### src/rtl/alu_issue_ctrl.sv
// Issue controller between decode and the 16-bit ALU: registers operands, waits an
// opcode-dependent latency, captures the result and Z/V/N flags, and hands the result downstream.
module alu_issue_ctrl #(
  parameter int ALU_LAT   = 1,
  parameter int RED_EXTRA = 1
) (
  input  logic        clk,
  input  logic        rst,
  input  logic        in_valid,
  output logic        in_ready,
  input  logic [3:0]  opcode,
  input  logic [15:0] rs_data,
  input  logic [15:0] rt_data,
  input  logic [15:0] rd_data,
  input  logic [15:0] imm,
  output logic [15:0] alu_A,
  output logic [15:0] alu_B,
  output logic [3:0]  alu_op,
  input  logic [15:0] alu_result,
  input  logic        alu_ovfl,
  output logic        out_valid,
  input  logic        out_ready,
  output logic [15:0] result_q,
  output logic        flag_Z,
  output logic        flag_V,
  output logic        flag_N,
  output logic        halted
);

  typedef enum logic [1:0] {
    S_IDLE = 2'd0,
    S_EXEC = 2'd1,
    S_HOLD = 2'd2,
    S_HALT = 2'd3
  } state_t;

  localparam logic [3:0] OP_ADD  = 4'h0;
  localparam logic [3:0] OP_SUB  = 4'h1;
  localparam logic [3:0] OP_XOR  = 4'h2;
  localparam logic [3:0] OP_RED  = 4'h3;
  localparam logic [3:0] OP_SLL  = 4'h4;
  localparam logic [3:0] OP_SRA  = 4'h5;
  localparam logic [3:0] OP_ROR  = 4'h6;
  localparam logic [3:0] OP_PADD = 4'h7;
  localparam logic [3:0] OP_HLT  = 4'hF;

  localparam logic [3:0] LAT_BASE = 4'(ALU_LAT);
  localparam logic [3:0] LAT_LONG = 4'(ALU_LAT + RED_EXTRA);

  state_t r_state;
  state_t w_state_nxt;

  logic [3:0]         r_cnt_p0;
  logic [15:0]        r_alu_a_p0;
  logic [15:0]        r_alu_b_p0;
  logic [3:0]         r_alu_op_p0;
  logic signed [15:0] r_result_p1;
  logic               r_flag_z_p1;
  logic               r_flag_v_p1;
  logic               r_flag_n_p1;

  logic               w_in_ready;
  logic               w_accept;
  logic               w_capture;
  logic signed [15:0] w_result_s;

  // LLB/LHB modify rd in place, so they read rd instead of rs.
  function automatic logic f_sel_rd(input logic [3:0] op);
    return (op == 4'hA) || (op == 4'hB);
  endfunction

  function automatic logic f_sel_imm(input logic [3:0] op);
    case (op)
      4'h4, 4'h5, 4'h6, 4'h8, 4'h9, 4'hA, 4'hB, 4'hC, 4'hD: return 1'b1;
      default:                                               return 1'b0;
    endcase
  endfunction

  function automatic logic [3:0] f_latency(input logic [3:0] op);
    return ((op == OP_RED) || (op == OP_PADD)) ? LAT_LONG : LAT_BASE;
  endfunction

  function automatic logic f_upd_zvn(input logic [3:0] op);
    return (op == OP_ADD) || (op == OP_SUB);
  endfunction

  function automatic logic f_upd_z_only(input logic [3:0] op);
    return (op == OP_XOR) || (op == OP_SLL) || (op == OP_SRA) || (op == OP_ROR);
  endfunction

  assign w_accept   = in_valid & w_in_ready;
  assign w_capture  = (r_state == S_EXEC) && (r_cnt_p0 == 4'd1);
  assign w_result_s = signed'(alu_result);

  always_ff @(posedge clk) begin
    if (rst) begin
      r_state <= S_IDLE;
    end else begin
      r_state <= w_state_nxt;
    end
  end

  always_comb begin
    w_state_nxt = r_state;
    case (r_state)
      S_IDLE: begin
        if (w_accept) w_state_nxt = (opcode == OP_HLT) ? S_HALT : S_EXEC;
      end
      S_EXEC: begin
        if (r_cnt_p0 == 4'd1) w_state_nxt = S_HOLD;
      end
      S_HOLD: begin
        if (w_accept) begin
          w_state_nxt = (opcode == OP_HLT) ? S_HALT : S_EXEC;
        end else if (out_ready) begin
          w_state_nxt = S_IDLE;
        end
      end
      S_HALT:  w_state_nxt = S_HALT;
      default: w_state_nxt = S_IDLE;
    endcase
  end

  always_comb begin
    w_in_ready = 1'b0;
    out_valid  = 1'b0;
    halted     = 1'b0;
    case (r_state)
      S_IDLE: w_in_ready = 1'b1;
      S_HOLD: begin
        w_in_ready = out_ready;
        out_valid  = 1'b1;
      end
      S_HALT:  halted = 1'b1;
      default: ;
    endcase
  end

  // Stage p0: operand/opcode capture at accept; these stay frozen until the next accept.
  always_ff @(posedge clk) begin
    if (rst) begin
      r_cnt_p0    <= 4'd0;
      r_alu_a_p0  <= 16'h0000;
      r_alu_b_p0  <= 16'h0000;
      r_alu_op_p0 <= 4'h0;
    end else if (w_accept) begin
      r_cnt_p0    <= f_latency(opcode);
      r_alu_a_p0  <= f_sel_rd(opcode)  ? rd_data : rs_data;
      r_alu_b_p0  <= f_sel_imm(opcode) ? imm     : rt_data;
      r_alu_op_p0 <= opcode;
    end else if (r_state == S_EXEC) begin
      r_cnt_p0 <= r_cnt_p0 - 4'd1;
    end
  end

  // Stage p1: result and flag capture on the final EXEC edge; reset discards in-flight work.
  always_ff @(posedge clk) begin
    if (rst) begin
      r_result_p1 <= '0;
      r_flag_z_p1 <= 1'b0;
      r_flag_v_p1 <= 1'b0;
      r_flag_n_p1 <= 1'b0;
    end else if (w_capture) begin
      r_result_p1 <= w_result_s;
      if (f_upd_zvn(r_alu_op_p0) || f_upd_z_only(r_alu_op_p0)) begin
        r_flag_z_p1 <= (w_result_s == 16'sd0);
      end
      if (f_upd_zvn(r_alu_op_p0)) begin
        r_flag_v_p1 <= alu_ovfl;
        r_flag_n_p1 <= (w_result_s < 16'sd0);
      end
    end
  end

  assign in_ready = w_in_ready;
  assign alu_A    = r_alu_a_p0;
  assign alu_B    = r_alu_b_p0;
  assign alu_op   = r_alu_op_p0;
  assign result_q = unsigned'(r_result_p1);
  assign flag_Z   = r_flag_z_p1;
  assign flag_V   = r_flag_v_p1;
  assign flag_N   = r_flag_n_p1;

endmodule

### config.mk
export PLATFORM = sky130hd
export DESIGN_NAME = alu_issue_ctrl
export DESIGN_NICKNAME = d
export VERILOG_FILES = /design/src/rtl/alu_issue_ctrl.sv
export SDC_FILE = /design/constraint.sdc
export NUM_CORES = 1
export LEC_CHECK = 0
export BUFFER_PORTS_ARGS = -buffer_cell sky130_fd_sc_hd__buf_2
export CORE_AREA = 2 2 79 89
export CTS_CLUSTER_SIZE = 25
export DETAILED_ROUTE_END_ITERATION = 12
export DIE_AREA = 0 0 81 91
export PLACE_DENSITY = 0.78
export SYNTH_ARGS = -nofsm -noshare
export SYNTH_HDL_FRONTEND = slang
export SYNTH_SLANG_ARGS = --single-unit
### constraint.sdc
create_clock -name clk -period 2.3 [get_ports clk]
set_clock_uncertainty 0.1 [all_clocks]
set_input_delay 0 -clock clk [delete_from_list [all_inputs] [get_ports clk]]
set_output_delay 0 -clock clk [all_outputs]
set_load 0.03 [all_outputs]
; Word level (Yosys, flattened, before mapping)
; Memories as Yosys holds them, arrays and structs flattened.
; Index checks and enable logic that the tools add are counted.
[totals]
memories = 1
mem_bits_ro = 16
ff_bits = 61
elab_cells = 61
out_inout_bits = 58
inputBits = 89
[op_classes]
mux = 16
addsub = 1
n_lt_le_gt_ge = 1
reduce_logical = 15
bitwise_logic = 1
n_eq_ne = 17
[mem_list]
columns = name, words, word_bits, read_ports, rd_ports_with_merged_regs, write_ports, line
row1 = (name not given), 16, 1, 1, 0, 0, 73  ; case (op)
[ops]
columns = cell, count
row1 = 16-bit 2-to-1 mux, 2
row2 = "4-bit by 3-bit == test with 1-bit output, second input constant", 4
row3 = 16-bit logical NOT, 1
row4 = "16-bit by 1-bit less-than comparator with 1-bit output, second input constant", 1
row5 = "4-bit == test, second input constant", 3
row6 = 2-bit 2-to-1 mux, 6
row7 = "4-bit by 1-bit == test with 1-bit output, second input constant", 2
row8 = "4-bit by 2-bit == test with 1-bit output, second input constant", 2
row9 = 4-bit 2-to-1 mux, 2
row10 = 2-bit one-hot mux with 4 select lines, 1
row11 = 1-bit logical OR, 7
row12 = "2-bit == test, second input constant", 2
row13 = 4-bit logical NOT, 1
row14 = 1-bit 2-to-1 mux, 4
row15 = 2-bit AND reduction, 2
row16 = "4-bit by 1-bit subtractor with 4-bit output, second input constant", 1
row17 = "3-bit inequality test, second input constant", 1
row18 = 3-bit AND reduction, 1
row19 = "2-bit by 1-bit == test with 1-bit output, second input constant", 1
row20 = 2-bit logical NOT, 1
row21 = "2-bit by 1-bit inequality test with 1-bit output, second input constant", 1
row22 = "2-bit inequality test, second input constant", 1
row23 = 1-bit one-hot mux with 2 select lines, 1
row24 = 2-bit nonzero test, 1
row25 = 2 further kinds, 2

; Depth between registers and ports, before layout
; Gate-level depths: netlist of run 1.
[depth]
depth_word = 6
depth_mapped = 8
mapped_depth_nobuf = 6

; Worst setup path after synthesis of run 1
; OpenSTA, ideal clock, no wires.
[synth_path]
kind = flip-flop to flip-flop
startpoint = register r_cnt_p0[0]
endpoint = register r_flag_z_p1, in the netlist flag_Z
setup_ps = 123
required_time_ps = 2077
t_arrival_ps = 1368
path_stages_with_launch = 6
path_slack_ps = 709
synth_period_minus_slack_ps = 1591
path_buffers = 0
cell_sequence = dfxtp_1 ha_1 nor3b_2 inv_1 a2111oi_2 mux2_1
[synth_between]
elab_chain_len = 3
[synth_rtl]
columns = item, line
row1 = start: declaration, 53  ; logic [3:0] r_cnt_p0;
row2 = start signal: assignment, 147  ; r_cnt_p0 <= f_latency(opcode);
row3 = start signal: assignment, 152  ; r_cnt_p0 <= r_cnt_p0 - 4'd1;
row4 = 4-bit by 1-bit == test with 1-bit output, 92  ; assign w_capture = (r_state == S_EXEC) && (r_cnt_p0 == 4'd1);
row5 = 1-bit logical AND, 92
row6 = 2-bit AND reduction (no line), -
row7 = end signal: assignment, 166  ; r_flag_z_p1 <= (w_result_s == 16'sd0);
row8 = end: declaration, 58  ; logic r_flag_z_p1;
; Every way passes these cells.
; A chain may end at the register's enable or synchronous reset.

; Final worst setup path of run 1
[layout_path]
startpoint = input port opcode[2]
endpoint = register r_alu_b_p0[3], in the netlist alu_B[3]
[layout_between]
elab_chain_len = 4
[layout_rtl]
columns = item, line
row1 = start: declaration, 11  ; input logic [3:0] opcode,
row2 = memory read 16 x 1 bit, -
row3 = 1-bit 2-to-1 mux, 146  ; end else if (w_accept) begin
row4 = 1-bit 2-to-1 mux, 141  ; if (rst) begin
row5 = 16-bit 2-to-1 mux, 149  ; r_alu_b_p0 <= f_sel_imm(opcode) ? imm : rt_data;
row6 = end signal: assignment, 149
row7 = end: declaration, 55  ; logic [15:0] r_alu_b_p0;
; Every way passes these cells. The select of a mux whose other input is x is not followed.

==> results.py, run 1 <==
metrics = {
    "cts": {
        "postCtsSetupBuffers": 0,
        "clkSinkCount": 61,
        "htree_levels": 3,
        "numCtsBuffers": 9,
        "cts_max_path_buffers": 2,
        "clk_latency_ns": 0.32,
        "cts_tree": "done",
        "cts_root_buffer": "clkbuf_8",
        "cts.clk_slew.worst_paths_ns": 0.07,
    },
    "placed_design": {
        "port_buffers": 146,
        "dpl.cell_count": 538,
        "place_hpwl_um": 5320,
        "place_congestion": 0.807,
        "pre_cts_slack_ns": 0.572,
        "place_area_mm2": 0.00350,
    },
    "synth": {
        "yosys_warnings": 0,
        "synth_area_leaders": "dfxtp_1, nand2_1, a21oi_1",
        "synth_cells": 330,
        "avgSynthCellArea_um2": 8.55,
        "ys_seq_area_share_pct": 43.3,
        "synth_commonest_cells": "nand2_1, dfxtp_1, nor2_1",
        "synth_seq_cells": 61,
        "synth-main-ff-cell": "dfxtp_1",
        "yosysMostFrequentCell": "nand2_1",
        "yosys.area.top_type_share_pct": 43.3,
        "syn-num-nets": 421,
        "synth-edff-count": 0,
        "synth_top_area_cell": "dfxtp_1",
        "synth_area_mm2": 0.00282,
        "synth_cell_types": 43,
        "async_flop_share_pct": 0,
    },
    "pwr": {
        "combPwrFrac_pct": 29.8,
        "power.density_mw_per_mm2": 624,
        "leakage_nw": 2.10,
        "internal-power_w": 0.00190,
        "seq_power_share_pct": 42.3,
        "ir_drop_v": 0.000314,
        "power.switching_w": 0.000929,
        "netSwitchingFraction_pct": 32.8,
        "p_clk_share_pct": 27.8,
    },
    "sta": {
        "finalCritPeriodShare_pct": 91.2,
        "drv_slew": 0,
        "setup_viol": 0,
        "setup_slack_ns": 0.203,
        "finalCriticalPeriod_ns": 2.10,
        "finalHoldViolations": 0,
        "max_freq_mhz": 477,
        "whs_ns": 0.0738,
        "rsz0062_at_grt": "no",
        "maxSlewHeadroom_pct": 54.7,
        "worstMarginPinSlew_ns": 0.679,
        "timing.setup.tns_ns": 0,
    },
    "finish": {
        "antennaDiodeCount": 0,
        "stdcell_area_mm2": 0.00454,
        "instances_no_fill": 642,
        "layout.nets": 646,
        "drive_gt1_share_pct": 35.0,
        "area_growth_pct": 60.8,
    },
    "routing": {
        "via_count": 3197,
        "viasPerCell": 4.98,
        "wl_per_cell_um": 13.6,
        "finalWirelength_um": 8700,
        "route.detailed.drc": 0,
        "dr.pass1.iters": 5,
        "ant_nets": 0,
        "drt_iter0_markers": 101,
    },
    "setup_path": {
        "rr_startpoint": "r_cnt_p0[0]",
        "slowest_delay_ns": 0.58,
        "crit_chain": "dlygate4sd3_1 -> buf_2 -> o21ai_2 -> nand2_1 -> a211oi_1 -> dlygate4sd3_1",
        "crit_path_top_delay_cell": "dlygate4sd3_1",
        "cpMostUsedCell": "dlygate4sd3_1",
        "end_kind": "register",
        "rr_worst_depth": 6,
        "r2r-end": "flag_V",
        "start_kind": "primary input",
        "cp.arrival_ns": 2.27,
        "reg2reg_slack_ns": 0.25,
        "path_max_fanout": 16,
        "crit_required_ns": 2.47,
        "path_class": "in2reg",
    },
    "hold_path": {
        "hold_path_class": "in2reg",
        "whs_endpoint": "r_state[1]",
        "hp-start": "out_ready",
        "holdPathStages": 4,
    },
    "global_route": {
        "antenna_found_initial": 0,
        "grt_pass1_vias": 3180,
        "overflow": 0,
        "grt_use_total_pct": 23.9,
        "grt_max_degree": 31,
        "grt_pass1_wl_um": 14000,
    },
    "floorplanning": {
        "initial_utilization_pct": 43.8,
        "die_width_um": 81,
        "core_area_mm2": 0.00644,
        "ioPinCount": 147,
        "die_h_um": 91,
        "num_rows": 31,
        "dieArea_mm2": 0.00737,
    },
    "run": {
        "maxCapViolCount": 0,
    },
    "run_status": {
        "status": "finished, final reports clean",
    },
}
-- what timing repair did --
| action | in CTS | in global routing |
|---|---|---|
| endpoints found under the hold margin | 56 | 0 |
| hold buffers | 88 | 0 |
| setup endpoints to repair | 0 | 5 |
| gates resized for setup | 0 | 1 |
-- state kept, by name (all words and copies together) (netlist names) --
register  flops
alu_op        4
result_q     16
flag_V        1
r_state       2
alu_B        16
flag_N        1
alu_A        16
flag_Z        1
r_cnt_p0      4
-- kinds of logic (layout without fill, tap and decap cells) --
kind of cell,Yosys count,count (layout),share of synthesized area (%)
AOI/OAI and AO/OA,78,78,22.8
muxes,3,3,1.11
adders and majority gates,2,2,0.886
xor gates and xnor gates,3,3,0.931
and+or+nand+nor,155,155,23.6
DFF,61,61,43.3
buffers and inverters,28,258,7.40
-- worst max path at each step --
stage                           end        start  depth (start not counted)  slack, ns
final                      alu_B[3]    opcode[2]                          6       0.20
after floorplan              flag_Z  r_cnt_p0[0]                          5       0.71
after detailed placement     flag_Z  r_cnt_p0[0]                          5       0.57
after CTS                  alu_A[8]    opcode[2]                          6       0.19
after global routing      alu_A[12]   r_state[0]                          6        0.1
after global placement       flag_Z  r_cnt_p0[0]                          5       0.66
-- per-stage QoR --
stage	power (W)	utilization [%]
finish	0.00283	70.5
global route	0.00299	70.5
CTS	0.00284	70.5
detailed placement	0.00190	54.3
global placement	0.00188	54.3
floorplan	0.00171	-
-- per-layer routing --
layer,up-vias,GRT usage [%],wire length [um]
met5,-,0,0
met1,1472,26.8,3500
met3,23,4.77,480
met2,125,42.2,4480
li1,1577,-,-
met4,0,11.4,237
-- critical path: cells and delay by family --
kind,cells,cell delay (ns)
buf+inv,3,1.29
compound gates,2,0.82
simple gates,1,0.15
-- power by group through the flow --
stage / combinational [W] / clock [W] / sequential [W]
finish: 0.000844 / 0.000788 / 0.00120
global route: 0.000913 / 0.000865 / 0.00121
CTS: 0.000833 / 0.000811 / 0.00120
detailed placement: 0.000679 / 0 / 0.00122
global placement: 0.000664 / 0 / 0.00122
floorplan: 0.000339 / 0 / 0.00137
-- cell type report --
class / instances / area [um^2]
Clock buffer: 11 / 131
Clock inverter: 5 / 27.5
Fill cell: 517 / 1900
Inverter: 3 / 11.3
Multi-Input combinational cell: 241 / 1400
Sequential cell: 61 / 1220
Tap cell: 82 / 103
Timing Repair Buffer: 239 / 1650
-- placed cells by master (no fill, tap or decap), types with 2 or more instances in the layout --
| cell type | synthesis | routed |
|---|---|---|
| buf_2 | 2 | 146 |
| nand2_1 | 93 | 93 |
| dlygate4sd3_1 | 0 | 88 |
| dfxtp_1 | 61 | 61 |
| nor2_1 | 35 | 35 |
| a21oi_1 | 34 | 34 |
| a211oi_1 | 11 | 11 |
| a311oi_2 | 10 | 10 |
| clkbuf_8 | 0 | 9 |
| a311oi_1 | 6 | 6 |
| a211oi_2 | 5 | 5 |
| a21oi_2 | 5 | 5 |
| buf_4 | 7 | 5 |
| nor4_1 | 4 | 4 |
| clkinv_2 | 0 | 4 |
| inv_1 | 3 | 3 |
| nor2b_1 | 3 | 3 |
| nor3_1 | 3 | 3 |
| and2_1 | 3 | 2 |
| nand2b_1 | 2 | 2 |
| xnor2_1 | 2 | 2 |
| nand3_1 | 2 | 2 |
| mux2i_1 | 2 | 2 |
| ha_1 | 2 | 2 |
| clkbuf_1 | 7 | 2 |
No activity file was read; power rests on OpenSTA's default activity.
==> inputs of run 2 (changes only) <==
==> constraint.sdc (replaced) <==
create_clock -name clk -period 2 [get_ports clk]
set_clock_uncertainty 0.1 [all_clocks]
set_input_delay 0 -clock clk [delete_from_list [all_inputs] [get_ports clk]]
set_output_delay 0 -clock clk [all_outputs]
set_load 0.03 [all_outputs]
==> run 2 against run 1 <==
Against the previous run: clock power is 46% higher; global-route usage is 1.4 points higher; die area stayed put; first-iteration DRC count is 75% higher; critical path depth is 2 higher; core utilization is 1.2 points higher; clock-buffer cell count stayed put; power is 24% higher; non-clock buffer count is 2 lower; via count is 2.3% higher; critical endpoint is now alu_A[9].
==> results.py, run 2 (synthesis gave the netlist of run 1 again) <==
metrics = {
    "routing": {
        "drt_iter0_markers": 177,
        "viasPerCell": 5.10,
        "dr.pass1.iters": 6,
        "via_count": 3270,
        "wl_per_cell_um": 14.5,
        "ant_nets": 0,
        "route.detailed.drc": 0,
        "finalWirelength_um": 9270,
    },
    "sta": {
        "setup_viol": 0,
        "max_freq_mhz": 525,
        "finalCritPeriodShare_pct": 95.3,
        "whs_ns": 0.0157,
        "timing.setup.tns_ns": 0,
        "drv_slew": 0,
        "finalHoldViolations": 0,
        "maxSlewHeadroom_pct": 54.4,
        "finalCriticalPeriod_ns": 1.91,
        "rsz0062_at_grt": "no",
        "worstMarginPinSlew_ns": 0.684,
    },
    "floorplanning": {
        "die_width_um": 81,
        "ioPinCount": 147,
        "dieArea_mm2": 0.00737,
        "num_rows": 31,
        "core_area_mm2": 0.00644,
        "die_h_um": 91,
        "initial_utilization_pct": 43.8,
    },
    "cts": {
        "cts.clk_slew.worst_paths_ns": 0.06,
        "numCtsBuffers": 9,
        "clk_latency_ns": 0.32,
        "htree_levels": 3,
        "cts_tree": "done",
        "clkSinkCount": 61,
        "cts_root_buffer": "clkbuf_8",
        "cts_max_path_buffers": 2,
    },
    "setup_path": {
        "start_kind": "primary input",
        "crit_path_top_delay_cell": "dlygate4sd3_1",
        "crit_buf_inv": 4,
        "crit_chain": "dlygate4sd3_1 -> buf_2 -> nor2b_2 -> and2_4 -> buf_12 -> nor2_1 -> a311oi_2 -> dlygate4sd3_1",
        "crit_required_ns": 2.16,
        "r2r-end": "alu_A[9]",
        "slowest_delay_ns": 0.58,
        "path_class": "in2reg",
        "reg2reg_slack_ns": 0.12,
        "cpMostUsedCell": "dlygate4sd3_1",
        "cp.arrival_ns": 2.07,
        "crit_family": "buffers and inverters",
        "end_kind": "register",
        "crit_start": "in_valid",
        "rr_worst_depth": 6,
        "endpoint": "alu_A[9]",
        "rr_startpoint": "r_state[0]",
        "critical_path_cell_count": 8,
        "path_max_fanout": 19,
    },
    "finish": {
        "multi_input_area_mm2": 0.00140,
        "mostFrequentLayoutCells": "buf_2, nand2_1, dlygate4sd3_1",
        "fillers": 502,
        "area_growth_pct": 63.5,
        "layout.nets": 644,
        "seqCellArea_mm2": 0.00122,
        "stdcell_area_mm2": 0.00462,
        "final_common_cell": "buf_2",
        "final_util_pct": 71.7,
        "drive_gt1_share_pct": 35.5,
    },
    "pwr": {
        "netSwitchingFraction_pct": 30.5,
        "leakage_nw": 2.11,
        "ir_drop_v": 0.000498,
        "seq_power_share_pct": 39.4,
        "internal-power_w": 0.00244,
        "combPwrFrac_pct": 27.7,
        "power.switching_w": 0.00107,
        "power.density_mw_per_mm2": 760,
        "p_clk_share_pct": 32.8,
    },
    "global_route": {
        "grt_pass1_wl_um": 14900,
        "overflow": 0,
        "grt_pass1_vias": 3275,
        "grt_max_degree": 62,
        "antenna_found_initial": 0,
        "grt_use_total_pct": 25.4,
    },
    "run_status": {
        "status": "finished, final reports clean",
    },
    "placed_design": {
        "port_buffers": 146,
        "place_hpwl_um": 5160,
        "place_area_mm2": 0.00351,
        "place_congestion": 0.803,
    },
    "run": {
        "maxCapViolCount": 0,
    },
    "hold_path": {
        "hold_path_class": "in2reg",
    },
}
run 2: area by class of cell:
type,count,share of cell area [%]
Antenna cell,1,0.0542
Inverter,3,0.244
Multi-Input combinational cell,241,30.3
Clock inverter,5,1.63
Tap cell,82,2.22
Sequential cell,61,26.5
Clock buffer,11,2.85
Timing Repair Buffer,237,36.2
run 2: timing repair:
| action | in CTS | in global routing |
|---|---|---|
| endpoints found under the hold margin | 56 | 0 |
| hold buffers | 86 | 0 |
| setup buffers | 0 | 0 |
| gates resized for setup | 0 | 4 |
| endpoints found under the setup margin | 0 | 16 |
run 2: stage by stage:
| step | power (W) | setup slack (ns) | std cells |
|---|---|---|---|
| finish | 0.00351 | 0.0948 | 641 |
| global route | 0.00368 | 0.00777 | 640 |
| CTS | 0.00349 | 0.0450 | 639 |
| detailed placement | 0.00219 | 0.275 | 537 |
| global placement | 0.00217 | 0.364 | 537 |
| floorplan | 0.00196 | 0.409 | 330 |
run 2: how the worst min path moves through the flow:
stage | cells past startpoint | start | slack, ns | endpoint
CTS | 4 | opcode[1] | 0.02 | r_cnt_p0[1]
finish | 4 | opcode[1] | 0.02 | r_cnt_p0[1]
global placement | 3 | alu_ovfl | 0.14 | flag_V
detailed placement | 3 | alu_ovfl | 0.15 | flag_V
floorplan | 2 | alu_result[10] | 0.04 | result_q[10]
global route | 4 | opcode[1] | 0.03 | r_cnt_p0[1]
run 2: power groups by stage:
| stage | Clock, W | Combinational, W | Sequential, W |
|---|---|---|---|
| floorplan | 0 | 0.000389 | 0.00157 |
| global placement | 0 | 0.000771 | 0.00140 |
| detailed placement | 0 | 0.000786 | 0.00140 |
| global route | 0.00123 | 0.00105 | 0.00139 |
| finish | 0.00115 | 0.000974 | 0.00138 |
| CTS | 0.00117 | 0.000938 | 0.00138 |
run 2: tightest hold or removal path, cell delays in order:
cell and delay, ns:
buf_2 0.14, nand2_1 0.08, or3_1 0.11, a21oi_1 0.06
run 2: routing by layer:
layer	part of all wire, %	up-vias	global-route usage [%]
li1	-	1575	-
met1	39	1513	28.0
met2	50	151	44.7
met3	7.1	31	5.17
met4	3.8	0	12.9
met5	0	-	0
